$ cat config.mk
export PLATFORM = sky130hd
export DESIGN_NAME = mult6_seq_ctrl
export DESIGN_NICKNAME = d
export VERILOG_FILES = /design/src/rtl/mult6_seq_ctrl.sv
export SDC_FILE = /design/constraint.sdc
export NUM_CORES = 1
export LEC_CHECK = 0
export BUFFER_PORTS_ARGS = -buffer_cell sky130_fd_sc_hd__buf_2
export CAP_MARGIN = 20
export CELL_PAD_IN_SITES_DETAIL_PLACEMENT = 1
export CELL_PAD_IN_SITES_GLOBAL_PLACEMENT = 1
export CORE_MARGIN = 3
export CORE_UTILIZATION = 30
export CTS_CLUSTER_DIAMETER = 50
export CTS_CLUSTER_SIZE = 12
export DETAILED_ROUTE_END_ITERATION = 10
export GPL_ROUTABILITY_DRIVEN = 0
export PLACE_DENSITY_LB_ADDON = 0.15
export SLEW_MARGIN = 20
export SYNTH_ARGS = -nofsm -noshare
export SYNTH_HDL_FRONTEND = slang
export SYNTH_SLANG_ARGS = --single-unit
$ cat constraint.sdc
create_clock -name clk -period 4.2 [get_ports clk]
set_input_delay 0.63 -clock clk [delete_from_list [all_inputs] [get_ports clk]]
set_output_delay 0.63 -clock clk [all_outputs]
set_load 0.1 [all_outputs]
$ cat src/rtl/mult6_seq_ctrl.sv
// Sequencing controller: 6x6 unsigned multiply built from one shared 3x3
// multiplier over four CALC cycles, with valid/ready on both sides.
module mult6_seq_ctrl #(
  parameter int OUT_W = 12
) (
  input  logic             clk,
  input  logic             reset,
  input  logic             in_valid,
  output logic             in_ready,
  input  logic [5:0]       a,
  input  logic [5:0]       b,
  input  logic             clear,
  output logic             busy,
  output logic             out_valid,
  input  logic             out_ready,
  output logic [OUT_W-1:0] product,
  output logic             ov
);

  // Handshake: a transfer happens on a rising edge where valid and ready are
  // both high; valid never depends on ready, and payload is held while valid
  // waits for ready.

  typedef enum logic [1:0] {IDLE, CALC, DONE} state_t;

  state_t      state;
  logic [5:0]  a_r;
  logic [5:0]  b_r;
  logic [1:0]  step;
  logic [11:0] acc;

  logic [2:0]  ma;
  logic [2:0]  mb;
  logic [5:0]  pp6;
  logic [11:0] pp;

  // step[0] picks the high multiplicand digit, step[1] the high multiplier digit.
  always_comb begin
    ma  = step[0] ? a_r[5:3] : a_r[2:0];
    mb  = step[1] ? b_r[5:3] : b_r[2:0];
    pp6 = {3'b000, ma} * {3'b000, mb};
    pp  = 12'd0;
    case (step)
      2'd0:    pp = {6'd0, pp6};
      2'd1,
      2'd2:    pp = {3'd0, pp6, 3'd0};
      default: pp = {pp6, 6'd0};
    endcase
  end

  always_ff @(posedge clk) begin
    if (reset || clear) begin
      state     <= IDLE;
      a_r       <= 6'd0;
      b_r       <= 6'd0;
      step      <= 2'd0;
      acc       <= 12'd0;
      in_ready  <= 1'b1;
      busy      <= 1'b0;
      out_valid <= 1'b0;
    end else begin
      case (state)
        IDLE: begin
          if (in_valid) begin
            a_r      <= a;
            b_r      <= b;
            acc      <= 12'd0;
            step     <= 2'd0;
            state    <= CALC;
            in_ready <= 1'b0;
            busy     <= 1'b1;
          end
        end
        CALC: begin
          acc  <= acc + pp;
          step <= step + 2'd1;
          if (step == 2'd3) begin
            state     <= DONE;
            out_valid <= 1'b1;
          end
        end
        DONE: begin
          if (out_ready) begin
            state     <= IDLE;
            out_valid <= 1'b0;
            busy      <= 1'b0;
            in_ready  <= 1'b1;
          end
        end
        default: begin
          state     <= IDLE;
          in_ready  <= 1'b1;
          busy      <= 1'b0;
          out_valid <= 1'b0;
        end
      endcase
    end
  end

  assign product = acc[OUT_W-1:0];

  generate
    if (OUT_W >= 12) begin : g_no_ov
      assign ov = 1'b0;
    end else begin : g_ov
      assign ov = |acc[11:OUT_W];
    end
  endgenerate

endmodule

Word level (Yosys, flattened, before mapping)
Cells that the tools add are included.

operators by class
  $add $sub $neg = 2
  multipliers = 1
  div/mod/pow operators = 0
  $lt $le $gt $ge = 0
  equality and inequality tests = 8
  shift-type cells = 0
  mux-type cells = 19
  bitwise operators = 2
  reduce and logical (&&, ||, !) cells = 10

operators with widths
  kind                                                 count
  one-hot mux 12 bit (2 select lines)                  2
  adder 12 bit                                         1
  two-way mux 12 bit                                   1
  one-hot mux 1 bit (3 select lines)                   3
  AND reduction 3 bit                                  3
  two-way mux 2 bit                                    4
  equality test 2 bit, second input constant           3
  multiplier 3 x 3 -> 6 bit                            1
  two-way mux 3 bit                                    2
  inequality test 2 bit, second input constant         3
  one-hot mux 2 bit (3 select lines)                   1
  two-way mux 1 bit                                    5
  equality test 2 x 1 -> 1 bit, second input constant  2
  logical NOT 2 bit                                    2
  one-hot mux 2 bit (2 select lines)                   1
  AND reduction 2 bit                                  2
  adder 2 x 1 -> 2 bit, second input constant          1
  NOT 1 bit                                            2
  nonzero test 2 bit                                   1
  OR reduction 2 bit                                   1
  logical OR 1 bit                                     1

storage, ports and cells
  flip-flop bits (word level) = 31
  latch bits = 0
  memory bits (writable) = 0
  memory bits (read-only) = 0
  word-level logic and storage cells = 50
  memories kept = 0

Longest topological paths before layout
  word-level depth = 5
  gate-level depth with buffers = 17

Worst setup path after synthesis
No wires, ideal clock.

  path kind = flip-flop to flip-flop
  start point = reg step[0]
  end point = reg acc[11], in the netlist product[11]
  setup time = 0.075 ns
  data arrival time = 3.960 ns
  slack = 0.166 ns
  cell stages (with the launch flop) = 17
  period minus slack after synthesis = 4.034 ns
  cells stage by stage = dfxtp_1 clkbuf_1 mux2i_1 or2_2 fa_1 inv_1 ha_1 fa_1 a22oi_1 nor2_1 ha_1 nand2_1 o211a_1 o2111a_1 or3_1 and2_1 o211ai_2

on the way
  cells in the longest elaborated chain, start to end = 5
  elaborated cells on any way between the ends = 9

ends and longest elaborated chain
  element                                                          line    source
  start, declared                                                  29      logic [1:0] step;
  start signal, assigned                                           76      step <= step + 2'd1;
  two-way mux 3 bit, or another cell as far along                  39      ma = step[0] ? a_r[5:3] : a_r[2:0];
  multiplier 3 x 3 -> 6 bit or OR reduction 2 bit (tied branches)  41, 43
  one-hot mux 12 bit (2 select lines) (*)                          43      case (step)
  adder 12 bit (*)                                                 75      acc <= acc + pp;
  one-hot mux 12 bit (2 select lines) (*)                          62      case (state)
  end signal, assigned                                             75
  end, declared                                                    30      logic [11:0] acc;

Mark *: on every way between the ends. The rest lies on a longest branch, timed or not.
A chain may end at the register's enable or synchronous reset.

Final worst setup path
  start point = reg step[1]
  end point = reg acc[11], in the netlist product[11]

on the way
  cells in the longest elaborated chain, start to end = 5
  elaborated cells on any way between the ends = 9

ends and longest elaborated chain
  element                                                          line    source
  two-way mux 3 bit, or another cell as far along                  40      mb = step[1] ? b_r[5:3] : b_r[2:0];
  multiplier 3 x 3 -> 6 bit or OR reduction 2 bit (tied branches)  41, 43
  one-hot mux 12 bit (2 select lines) (*)                          43
  adder 12 bit (*)                                                 75
  one-hot mux 12 bit (2 select lines) (*)                          62

Marked as above.

==> results.toml <==
[sta]
fin_crit_ps = 4000
maxSlewViolCount = 0
finalHoldViolations = 0
skew_ps = 1.87
slew_headroom_pct = 50.9
setup-violations-final = 0
tightest_slew_ps = 733
fmax_mhz = 250
fin_tns_setup_ps = 0
period_share_pct = 95.3

[logic_synthesis]
synth_area_um2 = 2010
synth_compound_area_share_pct = 21.2
synth_top_flop_cell = "dfxtp_1"
synthSimpleGateAreaFrac_pct = 22.4
ys_ff_latch = 31
synthTopCellsByArea = "dfxtp_1, ha_1, a21oi_1"
avgSynthCellArea_um2 = 7.86
synth_top_family_by_area = "simple AND/OR/NAND/NOR gates"
async_reset_ff_share_pct = 0
synth_edf_count = 0
synth_cell_types = 43
synth-xor-area-share_pct = 3.48
synth_area_leader_cell = "dfxtp_1"
syn_nets = 294
synthAdderAreaFrac_pct = 14.2
yosysWarningCount = 0
yosysTopAreaCellShare_pct = 30.8
syn_inst = 256
ys_seq_area_share_pct = 30.8
synthMuxAreaShare_pct = 3.48

[floorplanning]
die_y_um = 87.9
coreArea_um2 = 6420
io_pins = 33
die_area_um2 = 7720
num_rows = 29
die_w_um = 87.9
start_util_pct = 31.3

[global_route]
grt_max_degree = 31
grt_util_all_layers_pct = 14.6
grt_first_pass_wirelength_mm = 8.87
antenna_found_initial = 0
grt_pass1_vias = 1848
overflow = 0

[worst_setup_path]
crit_fanout = 6
critical_path_class = "reg -> reg"
required_ps = 4420
worstReg2RegStart = "step[1]"
crit_arrival_ps = 4220
worstSetupStartpointType = "flip-flop"
reg2reg_depth = 16
startpoint = "step[1]"
endpoint = "product[11]"
endpoint_kind = "flip-flop"
r2r-end = "product[11]"
r2r_slack_ps = 200

[finish]
layout_common_cells = "nand2_1, a21oi_1, buf_2"
syn2layout_area_growth_pct = 17.8
antenna_cells = 0
drive_above_1_share_pct = 20.7
fillCellCount = 809
final_util_pct = 36.9
fin_nets = 323
stdcell_area_um2 = 2370
layout_commonest_cell = "nand2_1"

[power]
powerDensity_nw_per_um2 = 256
power_uw = 606
ir_drop_mv = 0.116
p_leak_uw = 0.00105

[place]
dp.final_hpwl_mm = 3.96
dpl_cell_area_um2 = 2230
port_buffers = 31

[clock_network]
cts_tree = "done"
h-tree-depth = 2
postCtsHoldBufs = 0
clkTransAtPathRegs_ps = 70
clockBufferDepth = 2
clk_latency_ps = 290
root_buffer = "clkbuf_8"
cts-buffers-inserted = 5
clock_sinks = 31

[hold_path]
hp-class = "reg -> reg"

[routing]
wl_per_cell_um = 14.3
drtAntennaViolNets = 0
totalWireLength_mm = 5.19
vias_per_cell = 5.09
vias = 1843
drtPass1Iterations = 6
drc = 0
drt_iter0_drc = 36

[flow_run]
drv_cap = 0

[outcome]
outcome = "finished clean"
==> worst min path at each step <==
stage,from,end,slack [ps],cells past startpoint
global placement,b_r[1],b_r[1],450,2
detailed placement,b_r[1],b_r[1],450,2
CTS,b_r[1],b_r[1],460,2
finish,b_r[1],b_r[1],450,2
floorplan,a_r[0],a_r[0],440,2
global route,b_r[2],b_r[2],490,2
==> sequential cells by signal, summed over array words and instances (netlist names) <==
signal,flops
out_valid,1
state,2
step,2
busy,1
in_ready,1
a_r,6
b_r,6
product,12
==> final cells by class <==
class	instances	area (um^2)	share of cell area, %
timing repair buffer	36	193	8.13
multi-input combinational	204	1340	56.6
clock buffer	6	82.6	3.48
sequential	31	626	26.4
clock inverter	1	5.00	0.211
inverter	7	26.3	1.11
tap	77	96.3	4.07
==> layer usage <==
layer  vias up  part of all wire [%]  GRT usage (%)
met5         -                     0              0
met4         0                   1.2           4.18
met2        29                    47           24.7
met1       869                    48           18.6
met3         6                   3.8           3.29
li1        939                     -              -
==> through the flow <==
stage               hold WS [ps]  setup slack, ps  instances
global placement             446              130        353
CTS                          457             11.2        360
detailed placement           448             26.3        353
finish                       453              199        362
global route                 485            -8.76        362
floorplan                    436              166        256
==> cells in the mapped netlist, types with 4 or more instances <==
cell type / count
a22oi_1: 4
inv_1: 7
nand2_1: 42
or2_2: 6
xor2_1: 4
nor2_1: 25
clkbuf_1: 9
o21ai_0: 9
mux2i_1: 7
a21o_1: 4
xnor2_1: 4
nand3_1: 5
o21bai_1: 4
a21oi_1: 35
ha_1: 18
dfxtp_1: 31
==> power breakdown <==
group          switching (uW)  internal (uW)  leakage [uW]
sequential               3.97            299      0.000252
combinational            40.0           16.2      0.000749
clock                     118            129     0.0000470
==> worst max-delay path, cell delays in order, from the launching register on <==
cell      delay [ps]
dfxtp_4          370
mux2i_1          150
or2_2            320
fa_1             510
inv_1             50
ha_2             190
fa_2             380
xor2_2           190
nand2_1           70
o21ai_1           70
ha_1             350
o211ai_1         140
o21bai_4         200
o2111a_1         270
or3_4            390
and2_1           150
o211ai_2         140
==> cells by family (layout without fill, tap and decap cells) <==
logic type      count (synthesis)  in the layout
xor+xnor                        8              8
flops                          31             31
buf+inv                        21             50
compound gates                 69             69
simple gates                   98             98
fa+ha+maj                      21             21
other cells                     1              1
mux                             7              7
==> timing repair <==
item                       in CTS  in global routing
setup buffers                   0                  2
setup endpoints to repair       0                  5
resized for setup               0                 12
hold endpoints to repair        0                  0
Note: power is estimated with default switching activity, not from simulation.
